===== src/rtl/key_click_decoder.sv =====
// Classifies debounced key presses into single/double/triple clicks within a gap window
// and steps a mode register on each classification.
module key_click_decoder #(
    parameter int unsigned WINDOW = 31_250_000,
    parameter int unsigned MODES  = 4,
    parameter int unsigned MODE_W = 2
) (
    input  logic              sysclk,
    input  logic              rst_n,
    input  logic              key_flag,
    output logic              single_click,
    output logic              double_click,
    output logic              triple_click,
    output logic [MODE_W-1:0] mode,
    output logic              busy
);

    localparam int unsigned CNT_W = 32;
    localparam logic [CNT_W-1:0]  LAST_CNT = CNT_W'(WINDOW - 1);
    localparam logic [MODE_W-1:0] MODE_MAX = MODE_W'(MODES - 1);

    typedef enum logic [1:0] {
        IDLE  = 2'd0,
        WAIT1 = 2'd1,
        WAIT2 = 2'd2
    } state_t;

    state_t             state;
    state_t             next_state;
    logic [CNT_W-1:0]   cnt;
    logic [CNT_W-1:0]   cnt_nxt;
    logic               timeout;

    logic               single_nxt;
    logic               double_nxt;
    logic               triple_nxt;
    logic               busy_nxt;
    logic [MODE_W-1:0]  mode_nxt;

    assign timeout = (cnt == LAST_CNT);

    // State and window counter
    always_ff @(posedge sysclk or negedge rst_n) begin
        if (!rst_n) begin
            state <= IDLE;
            cnt   <= '0;
        end else begin
            state <= next_state;
            cnt   <= cnt_nxt;
        end
    end

    // Next state; a press wins over a same-cycle timeout
    always_comb begin
        next_state = state;
        cnt_nxt    = cnt;
        case (state)
            IDLE: begin
                cnt_nxt = '0;
                if (key_flag) begin
                    next_state = WAIT1;
                end
            end
            WAIT1: begin
                if (key_flag) begin
                    next_state = WAIT2;
                    cnt_nxt    = '0;
                end else if (timeout) begin
                    next_state = IDLE;
                    cnt_nxt    = '0;
                end else begin
                    cnt_nxt = cnt + CNT_W'(1);
                end
            end
            WAIT2: begin
                if (key_flag || timeout) begin
                    next_state = IDLE;
                    cnt_nxt    = '0;
                end else begin
                    cnt_nxt = cnt + CNT_W'(1);
                end
            end
            default: begin
                next_state = IDLE;
                cnt_nxt    = '0;
            end
        endcase
    end

    // Classification decode and mode update, registered below
    always_comb begin
        single_nxt = 1'b0;
        double_nxt = 1'b0;
        triple_nxt = 1'b0;
        mode_nxt   = mode;
        busy_nxt   = (next_state != IDLE);
        case (state)
            WAIT1: single_nxt = !key_flag && timeout;
            WAIT2: begin
                triple_nxt = key_flag;
                double_nxt = !key_flag && timeout;
            end
            default: ;
        endcase
        if (single_nxt) begin
            mode_nxt = (mode == MODE_MAX) ? '0 : mode + MODE_W'(1);
        end else if (double_nxt) begin
            mode_nxt = '0;
        end else if (triple_nxt) begin
            mode_nxt = MODE_MAX;
        end
    end

    always_ff @(posedge sysclk or negedge rst_n) begin
        if (!rst_n) begin
            single_click <= 1'b0;
            double_click <= 1'b0;
            triple_click <= 1'b0;
            busy         <= 1'b0;
            mode         <= '0;
        end else begin
            single_click <= single_nxt;
            double_click <= double_nxt;
            triple_click <= triple_nxt;
            busy         <= busy_nxt;
            mode         <= mode_nxt;
        end
    end

endmodule


===== config.mk =====
export PLATFORM = sky130hd
export DESIGN_NAME = key_click_decoder
export DESIGN_NICKNAME = d
export VERILOG_FILES = /design/src/rtl/key_click_decoder.sv
export SDC_FILE = /design/constraint.sdc
export NUM_CORES = 1
export LEC_CHECK = 0
export ABC_AREA = 1
export BUFFER_PORTS_ARGS = -buffer_cell sky130_fd_sc_hd__buf_2
export CAP_MARGIN = 30
export CELL_PAD_IN_SITES_DETAIL_PLACEMENT = 2
export CELL_PAD_IN_SITES_GLOBAL_PLACEMENT = 2
export CORE_MARGIN = 3
export CORE_UTILIZATION = 35
export DETAILED_ROUTE_END_ITERATION = 16
export GPL_TIMING_DRIVEN = 1
export PLACE_DENSITY_LB_ADDON = 0.3
export SYNTH_ARGS = -nofsm -noshare
export SYNTH_HDL_FRONTEND = slang
export SYNTH_SLANG_ARGS = --single-unit

===== constraint.sdc =====
create_clock -name sysclk -period 2.9 [get_ports sysclk]
set_clock_uncertainty 0.15 [all_clocks]
set_input_delay 0.435 -clock sysclk [delete_from_list [all_inputs] [get_ports sysclk]]
set_output_delay 0.435 -clock sysclk [all_outputs]
set_load 0.05 [all_outputs]

==> flow_summary.yaml, run 1 <==
placement:
  portBuffers: 8
  place_hpwl_um: 5580
  gp_congestion: 0.814
  dp_cells: 433
clock_tree:
  cts_sinks: 40
  root_buffer: "clkbuf_8"
  cts_hold_buf: 0
  path_clk_slew_ns: 0.08
  cts_buffer_depth: 2
  cts-resized-gates: 0
  cts_setup_buffers: 0
  cts_made_buffers: 5
  clk_latency_ns: 0.29
  htree_num_levels: 2
  cts_tree: "yes"
setup_path:
  slowest_stage: "dfrtp_1"
  cp_max_fo: 32
  cpMostUsedCell: "inv_1"
  r2r_cells: 6
  r2r-start: "state[1]$_DFF_PN0_"
  cp.required_ns: 2.94
  setup.worst_path.end_class: "flop"
  r2r-end: "cnt[30]$_DFF_PN0_"
  arrival_ns: 2.23
  crit_chain: "inv_1, ha_1, inv_1, a21oi_1, nand3_4, nor3_1"
  cp-start-kind: "flop"
  crit_type: "reg2reg"
  r2r_slack_ns: 0.71
  crit_path_max_incr_delay_ns: 0.42
floorplan:
  fp.coreArea_mm2: 0.00687
  fp-row-count: 30
  io_pins: 9
  die_w_um: 90.7
  dieArea_mm2: 0.00823
  start_util: 0.366
  dieHeight_um: 90.7
logic_synthesis:
  avgSynthCellArea_um2: 7.57
  yosys.area.top_type: "dfrtp_1"
  synth_fa_ha_area_frac: 0.0299
  synthMuxAreaShare: 0
  synth_compound_area_frac: 0.0224
  synth_area_leaders: "dfrtp_1 40%, nand2_1 12%, nor2_1 10%"
  synth_seq_area_share: 0.398
  synth_cells: 332
  synth_top_family_by_area: "simple AND/OR/NAND/NOR gates"
  synth_area_mm2: 0.00251
  synth_cell_types: 28
  yosysWarnings: 0
  synth-xor-area-share: 0.0627
  syn_nets: 341
  synth-simple-area-share: 0.403
  ys_seq_elements: 40
  synth_top_area_frac: 0.398
sta:
  slew_headroom: 0.705
  fin_setup_tns_ns: 0
  setup_viol_count_final: 0
  fin_crit_sh: 0.754
  worstMarginPinSlew_ns: 0.442
  hold_ws_ns: 0.255
  hold_viol: 0
  final-max-slew-violation-count: 0
  rsz0062_at_grt: "false"
  period_minus_slack_ns: 2.19
  fmax_mhz: 457
route:
  wl_um: 7140
  drc_errors: 0
  vias: 2133
  drtIter0Drc: 52
  routedWlPerCell_um: 16.1
  postRouteAntennaNets: 0
  firstDrtPassIters: 4
  viasPerCell: 4.81
run:
  drv_cap: 0
global_routing:
  grt_pass1_vias: 2367
  antenna_found_initial: 0
  grt_pass1_wl_um: 12300
  track_usage: 0.188
  overflow: 0
  grt_max_degree: 41
cells_and_area:
  final_cells: 443
  final_util: 0.407
  nets: 355
  syn2layout_area_growth_pct: 11.1
  drive_gt1_frac: 0.147
  antenna_cells: 0
  layout_common_cells: "78 x nand2_1, 69 x nor2_1, 41 x inv_1"
  layout_commonest_cell: "nand2_1"
worst_hold_path:
  hold_class: "in2reg"
  holdPathEnd: "triple_click$_DFF_PN0_"
  min_from: "key_flag"
  hold_depth: 3
pwr:
  p_per_area_mw_per_mm2: 497
  finalPower_mw: 1.39
  power_leakage_nw: 1.09
  ir_drop_v: 0.000262
status:
  status: "finished clean"
[stage by stage]
step / setup slack, ns / area, µm²
final: 0.713 / 2790
after global routing: 0.535 / 2790
after CTS: 0.625 / 2760
after detailed placement: 0.646 / 2640
after global placement: 0.892 / 2640
after floorplan: 1.23 / 2510
[routing by layer]
layer  part of all wire  global-route usage  vias up
met1               0.44               0.238     1060
met2               0.53               0.333       13
met5                  0                   0        -
met4              0.010              0.0459        0
li1                   -                   -     1052
met3              0.018              0.0275        8
[cell families (layout without fill, tap and decap cells)]
| group | Yosys count | after routing |
|---|---|---|
| buffers and inverters | 49 | 64 |
| AOI/OAI and AO/OA | 9 | 9 |
| xor gates and xnor gates | 18 | 18 |
| and+or+nand+nor | 210 | 210 |
| adders and majority gates | 6 | 6 |
| DFF | 40 | 40 |
[Yosys cell counts, drive strengths merged]
cell,number
nor3b,3
o21ai,3
xor2,15
a21oi,5
clkinv,1
nand3,17
nor2,79
nor3,20
inv,45
dfrtp,40
nand4,6
buf,3
ha,6
and3,2
nand2,83
a211oi,1
xnor2,3
[power breakdown]
part           total, mW  switching (mW)  internal [mW]
Clock              0.507           0.203          0.304
Sequential         0.607          0.0212          0.586
Combinational      0.273           0.203         0.0692
Total               1.39           0.428          0.959
[worst max path at each step]
stage                        from  cells past startpoint                end  slack [ns]
2_1_floorplan    cnt[0]$_DFF_PN0_                      9   cnt[3]$_DFF_PN0_        1.23
3_3_place_gp     cnt[0]$_DFF_PN0_                      8  cnt[30]$_DFF_PN0_        0.89
3_5_place_dp   state[1]$_DFF_PN0_                      6  cnt[30]$_DFF_PN0_        0.65
4_1_cts        state[1]$_DFF_PN0_                      6  cnt[30]$_DFF_PN0_        0.63
5_1_grt        state[1]$_DFF_PN0_                      6  cnt[30]$_DFF_PN0_        0.53
6_report       state[1]$_DFF_PN0_                      6  cnt[30]$_DFF_PN0_        0.71
[cell type report]
| cell class | count | area, µm² |
|---|---|---|
| Clock buffer | 7 | 96.3 |
| Clock inverter | 1 | 30.0 |
| Fill cell | 817 | 4080 |
| Inverter | 46 | 173 |
| Multi-Input combinational cell | 243 | 1300 |
| Sequential cell | 40 | 1000 |
| Tap cell | 96 | 120 |
| Timing Repair Buffer | 10 | 70.1 |
[sequential cells by signal, summed over array words and instances, names as in the netlist]
name,count
triple_click,1
double_click,1
state,2
mode,2
cnt,32
single_click,1
busy,1
[critical path, delay by kind of cell (launching register included)]
family | cells | cell delay [ns]
flops | 1 | 0.42
fa+ha+maj | 1 | 0.22
buf+inv | 2 | 0.22
compound gates | 1 | 0.32
simple gates | 2 | 0.74
(Power assumes the default switching activity.)
==> run 2, diff against run 1 <==
--- a/config.mk
+++ b/config.mk
@@ -11,7 +11,7 @@
 export CELL_PAD_IN_SITES_DETAIL_PLACEMENT = 2
 export CELL_PAD_IN_SITES_GLOBAL_PLACEMENT = 2
 export CORE_MARGIN = 3
-export CORE_UTILIZATION = 35
+export CORE_UTILIZATION = 33
 export DETAILED_ROUTE_END_ITERATION = 16
 export GPL_TIMING_DRIVEN = 1
 export PLACE_DENSITY_LB_ADDON = 0.3
==> constraint.sdc (replaced) <==
create_clock -name sysclk -period 1.8 [get_ports sysclk]
set_clock_uncertainty 0.15 [all_clocks]
set_input_delay 0.27 -clock sysclk [delete_from_list [all_inputs] [get_ports sysclk]]
set_output_delay 0.27 -clock sysclk [all_outputs]
set_load 0.05 [all_outputs]
==> run 2 against run 1 <==
The flow now finishes with violations (negative setup slack). Clock power is 28% higher. Core utilization is 1.4 points higher. Worst hold slack got worse by 0.15 ns. First-iteration DRC count grew 12%. Global-route usage up 1.2 points. Register-to-register slack got worse by 0.74 ns. Design area grew 10%. Final cell count up 5.9%. Non-clock buffer count grew 23. Via count rose by 6.6%. Sequential power increased by 60%. Critical path depth rose by 3. Critical path type unchanged. Critical endpoint is now cnt[23]$_DFF_PN0_.
==> flow_summary.yaml, run 2 (same netlist as run 1, synthesis figures left out) <==
status:
  violations: "negative setup slack"
  status: "complete, but fails checks"
route:
  postRouteAntennaNets: 0
  drc_errors: 0
  firstDrtPassIters: 3
  wl_um: 8090
  vias: 2273
  viasPerCell: 4.85
  drtIter0Drc: 58
  routedWlPerCell_um: 17.2
floorplan:
  fp-row-count: 31
  start_util: 0.343
  die_w_um: 93.3
  fp.coreArea_mm2: 0.00733
  dieArea_mm2: 0.00870
  io_pins: 9
  dieHeight_um: 93.3
placement:
  place_hpwl_um: 6180
  gp_congestion: 0.869
  portBuffers: 8
  dp_cells: 455
setup_path:
  crit_chain: "ha_2, nand2_2, nor2_4, nand2_2, nor2_4, nand2_2, nand3_4, buf_12, nor3_1"
  r2r_cells: 9
  cp-start-kind: "flop"
  crit_type: "reg2reg"
  r2r-start: "cnt[1]$_DFF_PN0_"
  arrival_ns: 1.86
  crit_path_end: "cnt[23]$_DFF_PN0_"
  slowest_stage: "dfrtp_1"
  crit_path_max_incr_delay_ns: 0.37
  crit_start: "cnt[1]$_DFF_PN0_"
  cpMostUsedCell: "nand2_2"
  cp_max_fo: 15
  cp_num_cells: 9
  cp.required_ns: 1.84
  r2r-end: "cnt[23]$_DFF_PN0_"
  critical_path_buf_inv_count: 1
  path_delay_family: "simple AND/OR/NAND/NOR gates"
  r2r_slack_ns: -0.02
  setup.worst_path.end_class: "flop"
clock_tree:
  cts_sinks: 40
  root_buffer: "clkbuf_8"
  htree_num_levels: 2
  cts_made_buffers: 5
  cts_buffer_depth: 2
  clk_latency_ns: 0.30
  cts_tree: "yes"
  path_clk_slew_ns: 0.08
cells_and_area:
  drive_gt1_frac: 0.254
  largest_reg_flops: 32
  final_cells: 469
  reg_top3: "cnt (32), mode (2), state (2)"
  layout_commonest_cell: "nand2_1"
  layout_common_cells: "73 x nand2_1, 64 x nor2_1, 41 x inv_1"
  largest_register: "cnt"
  syn2layout_area_growth_pct: 22.6
  antenna_cells: 0
  fillers: 854
  nets: 378
sta:
  setup_viol_count_final: 18
  final-max-slew-violation-count: 0
  slew_headroom: 0.636
  fmax_mhz: 548
  fin_setup_tns_ns: -0.129
  rsz0062_at_grt: "true"
  worst_slack_ns: -0.0236
  worstMarginPinSlew_ns: 0.547
  fin_crit_sh: 1.01
  hold_viol: 0
  period_minus_slack_ns: 1.82
global_routing:
  grt_pass1_vias: 2633
  grt_max_degree: 41
  overflow: 0
  grt_pass1_wl_um: 13200
  antenna_found_initial: 0
  track_usage: 0.200
pwr:
  p_per_area_mw_per_mm2: 740
  ir_drop_v: 0.000661
  power_leakage_nw: 1.21
worst_hold_path:
  hold_class: "in2reg"
run:
  drv_cap: 0
[run 2: changes by cell type in the layout (fill, tap and decap cells not counted), moves of 4 or more]
cell	previous run	this run
nand3_2	1	5
buf_4	0	20
nand2_1	78	73
nor2_1	69	64
nor3_1	12	7
nand3_1	14	10
nor3_2	8	13
nand2_2	5	10
nor2_4	6	13
[run 2: repair_timing]
action | 4_1_cts | 5_1_grt
gates resized for setup | 11 | 20
hold endpoints to repair | 40 | 0
hold buffers | 1 | 0
buffers inserted | 1 | 4
pin swaps | 1 | 7
endpoints found under the setup margin | 36 | 37
[run 2: power breakdown]
group	total, mW	switching, mW	internal [mW]	leakage [nW]
clock network	0.649	0.335	0.313	0.0455
registers	0.973	0.0290	0.944	0.542
logic	0.660	0.419	0.241	0.622
total	2.28	0.783	1.50	1.21
[run 2: final cells by class]
type	count	area [µm²]	share of cell area
Timing Repair Buffer	33	272	0.0881
Inverter	46	173	0.0560
Clock buffer	8	90.1	0.0292
Multi-Input combinational cell	243	1420	0.461
Tap cell	99	124	0.0402
Sequential cell	40	1000	0.325
[run 2: layer usage]
metal | up-vias | share of wire | track usage
met5 | - | 0 | 0
met1 | 1137 | 0.43 | 0.236
li1 | 1099 | - | -
met4 | 0 | 0.024 | 0.0745
met3 | 17 | 0.015 | 0.0306
met2 | 20 | 0.53 | 0.363
[run 2: worst min path at each step]
stage / from / end / depth (start not counted)
2_1_floorplan: rst_n / busy$_DFF_PN0_ / 0
3_3_place_gp: rst_n / cnt[31]$_DFF_PN0_ / 2
3_5_place_dp: rst_n / cnt[31]$_DFF_PN0_ / 2
4_1_cts: key_flag / triple_click$_DFF_PN0_ / 3
5_1_grt: key_flag / triple_click$_DFF_PN0_ / 3
6_report: key_flag / triple_click$_DFF_PN0_ / 3
[run 2: through the flow]
| step | hold WS, ns | utilization | area [µm²] | worst slack [ns] | total power, mW |
|---|---|---|---|---|---|
| floorplan | -0.176 | - | 2510 | 0.131 | 1.35 |
| global placement | 0.230 | 0.385 | 2820 | 0.0345 | 1.55 |
| detailed placement | 0.231 | 0.385 | 2820 | -0.169 | 1.58 |
| CTS | 0.0959 | 0.406 | 2970 | -0.00479 | 2.27 |
| global route | 0.117 | 0.420 | 3080 | -0.178 | 2.40 |
| finish | 0.104 | 0.420 | 3080 | -0.0236 | 2.28 |
[run 2: worst register-to-register path: stages (launching register included)]
cell	delay [ns]
dfrtp_1	0.37
ha_2	0.20
nand2_2	0.08
nor2_4	0.21
nand2_2	0.10
nor2_4	0.16
nand2_2	0.10
nand3_4	0.12
buf_12	0.16
nor3_1	0.07
==> run 3, diff against run 2 <==
--- a/config.mk
+++ b/config.mk
@@ -8,13 +8,11 @@
 export ABC_AREA = 1
 export BUFFER_PORTS_ARGS = -buffer_cell sky130_fd_sc_hd__buf_2
 export CAP_MARGIN = 30
-export CELL_PAD_IN_SITES_DETAIL_PLACEMENT = 2
-export CELL_PAD_IN_SITES_GLOBAL_PLACEMENT = 2
 export CORE_MARGIN = 3
-export CORE_UTILIZATION = 33
+export CORE_UTILIZATION = 35
 export DETAILED_ROUTE_END_ITERATION = 16
 export GPL_TIMING_DRIVEN = 1
-export PLACE_DENSITY_LB_ADDON = 0.3
+export RECOVER_POWER = 100
 export SYNTH_ARGS = -nofsm -noshare
 export SYNTH_HDL_FRONTEND = slang
 export SYNTH_SLANG_ARGS = --single-unit
==> run 3 against run 2 <==
The flow now finishes without violations. Total power is 6.0% lower. Register-to-register slack better by 0.11 ns. Sequential share of layout area is 1.2 points higher. First-iteration DRC count is 130% higher. Non-clock buffer count is 1 lower. Via count is 6.5% lower. Worst setup slack better by 0.11 ns. Critical path depth stayed put. Worst hold slack worse by 0.0026 ns. Sequential power is 0.5% lower. Wire length is 28% lower. Global-route usage is 5.3 points lower.
==> flow_summary.yaml, run 3 (same netlist as run 1, synthesis figures left out) <==
sta:
  setup_viol_count_final: 0
  slew_headroom: 0.315
  fmax_mhz: 585
  period_minus_slack_ns: 1.71
  fin_crit_sh: 0.949
  final-max-slew-violation-count: 0
  hold_viol: 0
  rsz0062_at_grt: "true"
  worst_slack_ns: 0.0910
  worstMarginPinSlew_ns: 1.03
  fin_setup_tns_ns: 0
floorplan:
  dieHeight_um: 90.7
  fp-row-count: 30
  die_w_um: 90.7
  start_util: 0.366
  io_pins: 9
  dieArea_mm2: 0.00823
  fp.coreArea_mm2: 0.00687
setup_path:
  crit_chain: "ha_1, nand2_2, nor2_4, buf_6, nand3_2, nor2_2, buf_4, a21oi_1, nor3_1"
  cp.required_ns: 1.87
  arrival_ns: 1.77
  crit_path_max_incr_delay_ns: 0.36
  cp-start-kind: "flop"
  slowest_stage: "dfrtp_1"
  setup.worst_path.end_class: "flop"
  crit_type: "reg2reg"
  cp_max_fo: 4
  r2r_cells: 9
status:
  status: "finished clean"
global_routing:
  grt_max_degree: 41
  grt_pass1_vias: 2059
  antenna_found_initial: 0
  track_usage: 0.147
  grt_pass1_wl_um: 9720
  overflow: 0
placement:
  place_ws_ns: -0.00304
  portBuffers: 8
  dpl-instance-area_mm2: 0.00277
  gp_congestion: 0.918
  place_hpwl_um: 4350
pwr:
  ir_drop_v: 0.000644
  power_leakage_nw: 1.19
  finalPower_mw: 2.14
  p_per_area_mw_per_mm2: 722
clock_tree:
  cts_tree: "yes"
  clk_latency_ns: 0.30
  path_clk_slew_ns: 0.08
  cts_buffer_depth: 2
  htree_num_levels: 2
  cts_sinks: 40
  cts_made_buffers: 5
  root_buffer: "clkbuf_8"
route:
  drc_errors: 0
  vias: 2126
  routedWlPerCell_um: 12.5
  postRouteAntennaNets: 0
  drtIter0Drc: 136
  firstDrtPassIters: 4
  wl_um: 5800
  viasPerCell: 4.57
cells_and_area:
  antenna_cells: 0
  nets: 377
  final_util: 0.432
  largest_reg_flops: 32
  reg_top3: "cnt (32), mode (2), state (2)"
  layout_common_cells: "77 x nand2_1, 63 x nor2_1, 40 x dfrtp_1"
  largest_register: "cnt"
  syn2layout_area_growth_pct: 18.1
  drive_gt1_frac: 0.217
  layout_commonest_cell: "nand2_1"
  fillers: 712
  design_area_mm2: 0.00297
run:
  drv_cap: 0
worst_hold_path:
  hold_depth: 3
  hold_class: "in2reg"
run 3: metal layers:
metal	global-route usage	wire, µm	vias up
li1	-	-	1098
met1	0.208	2900	991
met2	0.219	2620	25
met3	0.0317	145	12
met4	0.0548	138	0
met5	0	0	-
run 3: power breakdown:
group | switching [mW] | total (mW) | leakage, nW | internal, mW
Clock | 0.320 | 0.633 | 0.0455 | 0.313
Sequential | 0.0238 | 0.968 | 0.544 | 0.944
Combinational | 0.342 | 0.544 | 0.600 | 0.202
Total | 0.685 | 2.14 | 1.19 | 1.46
run 3: what timing repair did:
item | 4_1_cts | 5_1_grt
gates resized for setup | 1 | 19
hold endpoints to repair | 40 | 0
hold buffers | 1 | 0
gates cloned | 0 | 0
setup buffers | 4 | 4
setup endpoints to repair | 4 | 36
pin swaps | 2 | 10
run 3: critical path, delay by kind of cell (launching register included):
| family | cells | cell delay (ns) |
|---|---|---|
| adder cells (fa/ha/maj) | 1 | 0.19 |
| AO/OA/AOI/OAI | 1 | 0.06 |
| flip-flops | 1 | 0.36 |
| AND/OR/NAND/NOR | 5 | 0.61 |
| buffers and inverters | 2 | 0.26 |
run 3: through the flow:
stage | cells | hold WS (ns)
6_report | 465 | 0.102
3_5_place_dp | 448 | 0.221
2_1_floorplan | 332 | -0.176
3_3_place_gp | 448 | 0.215
4_1_cts | 461 | 0.0909
5_1_grt | 465 | 0.119
run 3: worst paths after layout:
kind,start,end,slack (ns)
setup / recovery,cnt[1]$_DFF_PN0_,cnt[30]$_DFF_PN0_,0.09
hold / removal,key_flag,triple_click$_DFF_PN0_,0.10
setup reg to reg,cnt[1]$_DFF_PN0_,cnt[30]$_DFF_PN0_,0.09
hold reg to reg,mode[1]$_DFFE_PN0P_,mode[1]$_DFFE_PN0P_,0.37
max in group asynchronous,rst_n,cnt[27]$_DFF_PN0_,0.26
min in group asynchronous,rst_n,cnt[15]$_DFF_PN0_,0.61
run 3: cell type report:
type,count,area [µm²],share of cell area
timing repair buffer,32,233,0.0784
clock buffer,8,90.1,0.0303
multi-input combinational,243,1350,0.456
inverter,46,173,0.0582
tap,96,120,0.0405
sequential,40,1000,0.337
